[config.mk]
export PLATFORM = sky130hd
export DESIGN_NAME = nibble_serial_subtractor_flat
export DESIGN_NICKNAME = d
export VERILOG_FILES = /design/src/rtl/nibble_serial_subtractor_if.sv /design/src/rtl/nibble_serial_subtractor.sv /design/src/flat_wrapper.sv
export SDC_FILE = /design/constraint.sdc
export NUM_CORES = 1
export LEC_CHECK = 0
export BUFFER_PORTS_ARGS = -buffer_cell sky130_fd_sc_hd__buf_2
export CORE_ASPECT_RATIO = 0.5
export CORE_MARGIN = 4
export CORE_UTILIZATION = 40
export CTS_BUF_LIST = sky130_fd_sc_hd__clkbuf_8
export DETAILED_ROUTE_END_ITERATION = 8
export GPL_ROUTABILITY_DRIVEN = 0
export GPL_TIMING_DRIVEN = 1
export PLACE_DENSITY_LB_ADDON = 0.1
export SETUP_SLACK_MARGIN = 0.02
export SLEW_MARGIN = 5
export SYNTH_ARGS = -nofsm -noshare
export SYNTH_HDL_FRONTEND = slang
export SYNTH_SLANG_ARGS = --single-unit
[constraint.sdc]
create_clock -name clk -period 3.85 [get_ports clk]
set_clock_uncertainty 0.05 [all_clocks]
set_input_delay 1.155 -clock clk [delete_from_list [all_inputs] [get_ports clk]]
set_output_delay 1.155 -clock clk [all_outputs]
set_load 0.03 [all_outputs]
[src/rtl/nibble_serial_subtractor_if.sv]
// nibble_serial_subtractor_if: start/done handshake and operand/result bus for the serial subtractor
// master drives start, a, b, bin; slave returns busy, done, diff and the flags bout/zero/neg/ovf
interface nibble_serial_subtractor_if #(parameter int WIDTH = 16);
  logic start, bin, busy, done, bout, zero, neg, ovf;
  logic [WIDTH-1:0] a, b, diff;
  modport master(output start, a, b, bin, input busy, done, diff, bout, zero, neg, ovf);
  modport slave(input start, a, b, bin, output busy, done, diff, bout, zero, neg, ovf);
endinterface

[src/rtl/nibble_serial_subtractor.sv]
// nibble_serial_subtractor: a - b - bin computed one 4-bit lookahead nibble per clock, LSB first
// ports: clk, rst_n (async active-low), bus (slave): start/a/b/bin in, busy/done/diff/bout/zero/neg/ovf out
module nibble_serial_subtractor #(
  parameter int WIDTH = 16
) (
  input logic clk,
  input logic rst_n,
  nibble_serial_subtractor_if.slave bus
);
  localparam int NIBBLES = WIDTH / 4;
  localparam int CW = NIBBLES > 1 ? $clog2(NIBBLES) : 1;
  typedef enum logic [1:0] {IDLE, RUN, DONE} state_t;
  state_t state;
  logic [WIDTH-1:0] opa, opb, part, diff_r, part_nx;
  logic [CW-1:0] cnt;
  logic c, busy_r, done_r, bout_r, zero_r, neg_r, ovf_r;
  logic [3:0] p, g, sum;
  logic c1, c2, c3, co, last, accept, ovf_nx;
  assign p = opa[3:0] ^ opb[3:0];
  assign g = opa[3:0] & opb[3:0];
  assign c1 = g[0] | (p[0] & c);
  assign c2 = g[1] | (p[1] & g[0]) | (p[1] & p[0] & c);
  assign c3 = g[2] | (p[2] & g[1]) | (p[2] & p[1] & g[0]) | (p[2] & p[1] & p[0] & c);
  assign co = g[3] | (p[3] & g[2]) | (p[3] & p[2] & g[1]) | (p[3] & p[2] & p[1] & g[0]) | (&p & c);
  assign sum = p ^ {c3, c2, c1, c};
  // sum nibble enters from the MSB side so the LSB nibble ends up at the bottom after NIBBLES shifts
  assign part_nx = WIDTH'({sum, part} >> 4);
  assign last = cnt == CW'(NIBBLES - 1);
  assign accept = bus.start && state != RUN;
  // on the last nibble c3 is the carry into the sign bit
  assign ovf_nx = c3 ^ co;
  assign bus.busy = busy_r;
  assign bus.done = done_r;
  assign bus.diff = diff_r;
  assign bus.bout = bout_r;
  assign bus.zero = zero_r;
  assign bus.neg = neg_r;
  assign bus.ovf = ovf_r;
  always_ff @(posedge clk or negedge rst_n) begin
    if (!rst_n) begin
      state <= IDLE;
      busy_r <= 1'b0;
      done_r <= 1'b0;
      opa <= '0;
      opb <= '0;
      part <= '0;
      cnt <= '0;
      c <= 1'b0;
      diff_r <= '0;
      bout_r <= 1'b0;
      zero_r <= 1'b0;
      neg_r <= 1'b0;
      ovf_r <= 1'b0;
    end else if (accept) begin
      state <= RUN;
      busy_r <= 1'b1;
      done_r <= 1'b0;
      opa <= bus.a;
      opb <= ~bus.b;
      c <= ~bus.bin;
      cnt <= '0;
      part <= '0;
    end else if (state == RUN) begin
      opa <= opa >> 4;
      opb <= opb >> 4;
      part <= part_nx;
      c <= co;
      cnt <= cnt + 1'b1;
      if (last) begin
        state <= DONE;
        busy_r <= 1'b0;
        done_r <= 1'b1;
        diff_r <= part_nx;
        bout_r <= ~co;
        ovf_r <= ovf_nx;
        neg_r <= part_nx[WIDTH-1] ^ ovf_nx;
        zero_r <= part_nx == '0;
      end
    end else begin
      state <= IDLE;
      done_r <= 1'b0;
    end
  end
endmodule

[src/flat_wrapper.sv]
// flat-port wrapper written by rule: the top's interface ports become plain ports
module nibble_serial_subtractor_flat 
#(
  parameter int WIDTH = 16
)
  (clk, rst_n, bus_start, bus_a, bus_b, bus_bin, bus_busy, bus_done, bus_diff, bus_bout, bus_zero, bus_neg, bus_ovf);
  nibble_serial_subtractor_if #(.WIDTH(WIDTH)) bus_i ();
  input logic clk;
  input logic rst_n;
  input wire logic [$bits(bus_i.start)-1:0] bus_start;
  input wire logic [$bits(bus_i.a)-1:0] bus_a;
  input wire logic [$bits(bus_i.b)-1:0] bus_b;
  input wire logic [$bits(bus_i.bin)-1:0] bus_bin;
  output wire logic [$bits(bus_i.busy)-1:0] bus_busy;
  output wire logic [$bits(bus_i.done)-1:0] bus_done;
  output wire logic [$bits(bus_i.diff)-1:0] bus_diff;
  output wire logic [$bits(bus_i.bout)-1:0] bus_bout;
  output wire logic [$bits(bus_i.zero)-1:0] bus_zero;
  output wire logic [$bits(bus_i.neg)-1:0] bus_neg;
  output wire logic [$bits(bus_i.ovf)-1:0] bus_ovf;
  assign bus_i.start = bus_start;
  assign bus_i.a = bus_a;
  assign bus_i.b = bus_b;
  assign bus_i.bin = bus_bin;
  assign bus_busy = bus_i.busy;
  assign bus_done = bus_i.done;
  assign bus_diff = bus_i.diff;
  assign bus_bout = bus_i.bout;
  assign bus_zero = bus_i.zero;
  assign bus_neg = bus_i.neg;
  assign bus_ovf = bus_i.ovf;
  nibble_serial_subtractor #(.WIDTH(WIDTH)) u_core (.clk(clk), .rst_n(rst_n), .bus(bus_i));
endmodule
Word-level counts from Yosys, hierarchy flattened --
Index checks and enable logic that the tools add are counted.
Storage, ports and cells: register bits after elaboration 75, latch bits 0, RAM bits 0, memory bits (read-only) 0, input port bits 36, output and inout port bits 22, logic and storage cells 78, memories 0
Operators by class: add/subtract/negate cells 1, multipliers 0, div/mod/pow operators 0, order comparisons 0, equality and inequality tests 4, shift operators 0, muxes and demuxes 19, bitwise gates (word level) 34, reductions and logical operators 7
Operators by type and width (count):
- 2-to-1 mux 16 bit | 6
- zero test 16 bit | 1
- NOT 16 bit | 1
- bitwise AND 1 bit | 15
- 2-to-1 mux 2 bit | 5
- OR 1 bit | 10
- 2-to-1 mux 1 bit | 8
- bitwise XOR 4 bit | 2
- bitwise AND 4 bit | 1
- AND reduction 4 bit | 1
- nonzero test 2 bit | 2
- != test 3 x 1 -> 1 bit, second input constant | 1
- NOT 1 bit | 3
- AND reduction 3 bit | 1
- adder 2 x 1 -> 2 bit, second input constant | 1
- == test 2 x 1 -> 1 bit, second input constant | 1
- == test 2 bit, second input constant | 1
- != test 2 x 1 -> 1 bit, second input constant | 1
- AND reduction 2 bit | 1
- bitwise XOR 1 bit | 2
- logical AND 1 bit | 1

Logic depth before layout (Yosys ltp) --
Gate-level depths: netlist of run 1.
depth after elaboration 8, mapped depth 5

Worst setup path before layout of run 1 --
Ideal clock, no wire load.
path type input -> register, start input bus_start, end register u_core.opa[10], setup time 0.133 ns, data arrival time 1.795 ns, required time 3.667 ns, setup slack 1.872 ns, stages 4, path buffers 2, cell sequence buf_2 buf_2 mux2i_1 o21ai_0
On the way: word-level cells in the longest chain between the ends 2, elaborated cells on any way between the ends 3
Ends and longest elaborated chain:
- from (decl) | RTL line flat_wrapper.sv:10 | input wire logic [$bits(bus_i.start)-1:0] bus_start;
- logical AND 1 bit * | RTL line nibble_serial_subtractor.sv:29 | assign accept = bus.start && state != RUN;
- 2-to-1 mux 16 bit / nonzero test 2 bit (equally long branches)
- to (signal assigned) | RTL line nibble_serial_subtractor.sv:58 | opa <= bus.a;
- to (signal assigned) | RTL line nibble_serial_subtractor.sv:64 | opa <= opa >> 4;
- to (decl) | RTL line nibble_serial_subtractor.sv:14 | logic [WIDTH-1:0] opa, opb, part, diff_r, part_nx;
Mark *: on every way between the ends. The rest lies on a longest branch, timed or not. A chain may end at the register's enable or synchronous reset.

Final worst setup path of run 1 --
start input bus_start, end register u_core.c
On the way: word-level cells in the longest chain between the ends 2, elaborated cells on any way between the ends 3
Ends and longest elaborated chain:
- logical AND 1 bit * | RTL line nibble_serial_subtractor.sv:29
- 2-to-1 mux 1 bit / nonzero test 2 bit (equally long branches)
- to (signal assigned) | RTL line nibble_serial_subtractor.sv:60 | c <= ~bus.bin;
- to (signal assigned) | RTL line nibble_serial_subtractor.sv:67 | c <= co;
- to (decl) | RTL line nibble_serial_subtractor.sv:16 | logic c, busy_r, done_r, bout_r, zero_r, neg_r, ovf_r;
Marked as above.

==> results.yml, run 1 <==
min_path:
  whs_path_depth: 2
  holdCritStartpoint: "u_core.bus.diff[12]"
  worstHoldPathType: "register to register"
setup_path:
  cp-end-kind: "register"
  path_cells: "buf_2 > nand2_1 > o211ai_1 > o21ai_0"
  startpoint: "bus_start"
  required_ns: 3.99
  worst_path_max_delay_cell: "buf_2"
  cpPeakStageDelay_ns: 0.87
  critPathArrivalTime_ns: 2.41
  cp_max_fo: 51
  r2r-start: "u_core.c"
  worstPathBufferInverterCount: 1
  path_depth: 4
  critPathTopFamily: "buffers and inverters"
  worstRegToRegCells: 5
  worstSetupStartpointType: "primary input"
  critical_path_class: "primary input to register"
routing:
  dr_total_vias: 2172
  wl_per_cell_um: 13.45
  antenna_left: 0
  route.detailed.drc: 0
  viasPerCell: 4.732
  dr.first_iter.drc_count: 100
  route.final.wire_length_um: 6173
  drtPass1Iterations: 4
die:
  die-width_um: 133.5
  num_io_pins: 58
  die_h_um: 70.74
  start_util_pct: 42.06
  dieArea_um2: 9443
  fp.coreArea_um2: 7487
  fp-row-count: 22
cells_and_area:
  layout-drive-gt1-share_pct: 26.21
  n_fill_cell: 723
  final_core_util_pct: 49.08
  synthToLayoutAreaGrowth_pct: 16.69
  final_cells: 459
  diodes: 0
  fin_area_um2: 3675
  final_nets: 388
grt:
  antenna_found_initial: 0
  grt_usage_pct: 14.29
  grt_pass1_wl_um: 10650
  grt_overflow_total: 0
  grt_max_degree: 67
  grt_pass1_vias: 2181
clock_network:
  numCtsBuffers: 9
  cts_hold_buf: 0
  clk_path_buf_depth: 2
  cts_tree: "built"
  numClockSinks: 70
  clock_latency_ns: 0.34
  htreeDepth: 3
  clkTransAtPathRegs_ns: 0.07
  cts.repair.resized: 0
  cts_root_buffer: "clkbuf_8"
  post_cts_buffers: 0
sta:
  setup_slack_ns: 1.586
  period_needed_ns: 2.264
  setup_viol: 0
  maxSlewHeadroom_pct: 21.38
  tightest_slew_ns: 1.179
  post-route-period-util_pct: 58.81
  drv_slew: 0
  hold_violations: 0
  fmax_mhz: 441.7
  rsz0062_at_grt: "false"
  setup_tns_ns: 0
  hold_ws_ns: 0.4267
logic_synthesis:
  synth.area.top_cells: "dfrtp_1, mux2i_1, nand2_1, o21ai_0, mux2_2"
  synth.distinct_cells: 33
  syn_inst: 292
  ys_ff_latch: 70
  seq_area_frac_synth_pct: 55.62
  yosysWarnings: 0
  netlist_area_um2: 3149
  yosysTopAreaCell: "dfrtp_1"
  synth.avg_cell_area_um2: 10.79
  synth_top_area_share_pct: 55.62
  postSynthNetCount: 334
power_and_ir_drop:
  power_mw: 2.871
  p_leak_nw: 1.890
  peakVddDrop_uv: 319.5
  p_per_area_nw_per_um2: 781.3
placed_design:
  place_ws_ns: 1.218
  post_dp_cell_area_um2: 3508
  placed_cells: 443
  hpwl_um: 4291
  io_buffer_count: 57
run:
  maxCapViolations: 0
outcome:
  status: "complete, no violations"
==> cells in the final DEF (no fill, tap or decap), drive strengths merged, types with 2 or more instances in the layout <==
cell type,netlist,routed
nand2,51,51
mux2i,30,30
a2bb2oi,2,2
a211oi,2,2
nand3,2,2
nor2,14,14
o21ai,36,36
clkinv,0,5
nand3b,13,13
xnor2,2,2
a21oi,2,2
ha,5,5
nor4,2,2
buf,11,60
inv,19,20
mux2,13,13
clkbuf,6,10
dfrtp,70,70
==> kinds of logic (layout without fill, tap and decap cells) <==
logic type               Yosys count  count (layout)  synth area share (%)
AO/OA/AOI/OAI                     48              48                 8.860
XOR/XNOR                           3               3                0.8345
adder cells (fa/ha/maj)            6               6                 2.622
buffers and inverters             36              95                 4.927
flip-flops                        70              70                 55.62
multiplexers                      43              43                 14.18
AND/OR/NAND/NOR                   86              86                 12.95
==> layout make-up <==
class	count	area [um^2]	share of cell area (%)
clock inverter	6	28.78	0.7831
multi-input combinational	186	1242	33.81
tap	108	135.1	3.677
timing repair buffer	60	307.8	8.376
sequential	70	1752	47.67
clock buffer	10	137.6	3.745
inverter	19	71.32	1.941
==> per-layer routing <==
layer | share of wire (%) | GRT usage (%) | vias to the layer above
met4 | 0.75 | 4.789 | 0
met2 | 45 | 20.73 | 48
met1 | 49 | 19.28 | 1027
met3 | 5.2 | 6.250 | 4
li1 | - | - | 1093
met5 | 0 | 0 | -
==> worst min-delay path, cell delays in order, from the launching register on <==
cell,delay [ns]
dfrtp_1,0.34
nand2_1,0.04
o21ai_0,0.06
==> final timing paths <==
| path | end | slack (ns) |
|---|---|---|
| worst max-delay path | u_core.c | 1.59 |
| worst min-delay path | u_core.bus.diff[12] | 0.43 |
| worst max register to register | u_core.bus.zero | 2.06 |
| worst min register to register | u_core.bus.diff[12] | 0.43 |
| max in group asynchronous | u_core.opa[9] | 2.27 |
| min in group asynchronous | u_core.bus.diff[2] | 0.75 |
==> cells in the mapped netlist <==
cell,count
buf_2,10
a21oi_1,2
dfrtp_1,70
xor2_1,1
mux2_2,13
o21a_1,1
nand3b_1,13
nor2b_4,1
nand2_1,50
nor2_1,14
fa_1,1
or3_1,1
nand2b_1,1
inv_1,19
clkbuf_1,6
o21bai_1,1
nor4_1,2
nor4b_2,1
nand2_2,1
o21ai_1,1
nand3_1,2
ha_1,5
a211oi_2,1
a2bb2oi_1,2
xnor2_1,2
a211oi_1,1
a32o_1,1
mux2i_1,30
o211ai_1,1
a22o_1,1
buf_6,1
o21ai_0,35
o21ba_1,1
==> registers in the layout (all words and copies together) (netlist names), 2 cells and up <==
register and count:
u_core.cnt 2, u_core.opa 16, u_core.bus.diff 16, u_core.opb 16, u_core.part 12, u_core.state 2
==> power breakdown <==
group	switching [mW]	internal, mW
sequential	0.187	1.04
clock	0.259	0.243
combinational	0.729	0.415
total	1.18	1.70
No activity file was read; power rests on OpenSTA's default activity.
==> run 2: changes to the inputs <==
==> constraint.sdc (replaced) <==
create_clock -name clk -period 1.9 [get_ports clk]
set_clock_uncertainty 0.05 [all_clocks]
set_input_delay 0.57 -clock clk [delete_from_list [all_inputs] [get_ports clk]]
set_output_delay 0.57 -clock clk [all_outputs]
set_load 0.03 [all_outputs]
==> run 2 against run 1 <==
  * Wire length rose by 1.1%
  * Combinational power rose by 110%
  * Power rose by 110%
  * Global-route usage rose by 0.24 points
  * Final area rose by 2.4%
  * Clock-buffer cell count fell by 1
  * Worst hold slack got worse by 0.24 ns
  * Via count rose by 0.92%
  * Setup slack got worse by 1.4 ns
  * First-iteration DRC count fell by 36%
==> results.yml, run 2 (synthesis gave the netlist of run 1 again) <==
clock_network:
  clk_path_buf_depth: 2
  post_cts_buffers: 0
  clock_latency_ns: 0.35
  numClockSinks: 70
  cts_root_buffer: "clkbuf_8"
  numCtsBuffers: 9
  htreeDepth: 3
  clkTransAtPathRegs_ns: 0.07
  cts_tree: "built"
die:
  fp-row-count: 22
  die_h_um: 70.74
  die-width_um: 133.5
  start_util_pct: 42.06
  dieArea_um2: 9443
  num_io_pins: 58
  fp.coreArea_um2: 7487
sta:
  setup_tns_ns: 0
  post-route-period-util_pct: 90.71
  period_needed_ns: 1.723
  tightest_slew_ns: 0.7354
  setup_slack_ns: 0.1766
  drv_slew: 0
  hold_violations: 0
  maxSlewHeadroom_pct: 50.97
  rsz0062_at_grt: "false"
  fmax_mhz: 580.2
  setup_viol: 0
routing:
  dr.first_iter.drc_count: 64
  drtPass1Iterations: 4
  route.final.wire_length_um: 6238
  route.detailed.drc: 0
  wl_per_cell_um: 13.53
  antenna_left: 0
  viasPerCell: 4.755
  dr_total_vias: 2192
run:
  maxCapViolations: 0
placed_design:
  place_ws_ns: 0.1662
  hpwl_um: 4186
  io_buffer_count: 57
cells_and_area:
  layout_commonest_cell: "dfrtp_1"
  layout-drive-gt1-share_pct: 26.63
  diodes: 0
  synthToLayoutAreaGrowth_pct: 19.47
  n_fill_cell: 717
  final_nets: 390
  final_cell_mix: "dfrtp_1, buf_2, nand2_1"
grt:
  busiest_layer: "met2"
  use_met3_pct: 6.250
  gr-usage-met2_pct: 22.98
  antenna_found_initial: 0
  grt_overflow_total: 0
  grt_pass1_wl_um: 10850
  grt_max_degree: 71
  grt_pass1_vias: 2293
  grt_usage_pct: 14.54
  grt_use_met1_pct: 18.05
power_and_ir_drop:
  p_leak_nw: 1.931
  peakVddDrop_uv: 577.1
  p_per_area_nw_per_um2: 1603
setup_path:
  required_ns: 2.09
  cpPeakStageDelay_ns: 0.40
  critPathArrivalTime_ns: 1.92
  critPathTopFamily: "compound AO/OA/AOI/OAI gates"
  worstPathBufferInverterCount: 0
  critical_path_class: "register to register"
  worstSetupStartpointType: "register"
  cp_max_fo: 3
  worst_path_max_delay_cell: "dfrtp_1"
  cp-end-kind: "register"
  path_cells: "ha_1 > a211oi_2 > o21bai_1 > xnor2_2 > a32o_1"
outcome:
  status: "complete, no violations"
min_path:
  worstHoldPathType: "primary input to async pin"
[run 2: metal layers]
| metal | vias up | part of all wire (%) |
|---|---|---|
| li1 | 1101 | - |
| met1 | 1038 | 48 |
| met2 | 44 | 45 |
| met3 | 9 | 5.0 |
| met4 | 0 | 1.6 |
| met5 | - | 0 |
[run 2: path summary, 6_finish.rpt]
check                           slack [ns]      startpoint  cells past startpoint                 end
worst max-delay path                  0.18   u_core.opb[0]                      5     u_core.bus.zero
worst min-delay path                  0.19           rst_n                      2  u_core.bus.diff[3]
worst max register to register        0.18   u_core.opb[0]                      5     u_core.bus.zero
worst min register to register        0.43  u_core.opb[14]                      2      u_core.opb[10]
max in group asynchronous             1.31           rst_n                      2       u_core.opa[8]
min in group clk                      0.34       bus_b[15]                      2      u_core.opb[15]
[run 2: stage by stage]
stage               util [%]  hold slack [ns]  cell area [um^2]  std cells  power [mW]
global route           50.25           0.1967              3762        461       6.541
detailed placement     47.73           0.4184              3573        445       4.952
floorplan                  -           0.2244              3149        292       4.219
finish                 50.25           0.1852              3762        461       6.029
global placement       47.73           0.4110              3573        445       4.887
CTS                    50.15           0.1795              3755        461       6.107
[run 2: where the power goes]
group | internal (mW) | switching, mW
combinational | 0.930 | 1.48
sequential | 2.10 | 0.386
clock | 0.587 | 0.539
total | 3.62 | 2.41
[run 2: what timing repair did]
| action | 4_1_cts | 5_1_grt |
|---|---|---|
| setup endpoints to repair | 0 | 2 |
| resized for setup | 0 | 1 |
| hold buffers | 0 | 0 |
[run 2: cell type report]
class	instances	area (um^2)	share of cell area [%]
flip-flops and latches	70	1752	46.56
clock inverters	7	57.56	1.530
inverters	19	71.32	1.896
repair buffers	62	372.9	9.910
clock buffers	9	123.9	3.292
well taps	108	135.1	3.592
multi-input cells	186	1250	33.22
[run 2: worst register-to-register path, cell delays in order (launching register included)]
cell	delay, ns
dfrtp_1	0.40
ha_1	0.32
a211oi_2	0.26
o21bai_1	0.17
xnor2_2	0.17
a32o_1	0.25
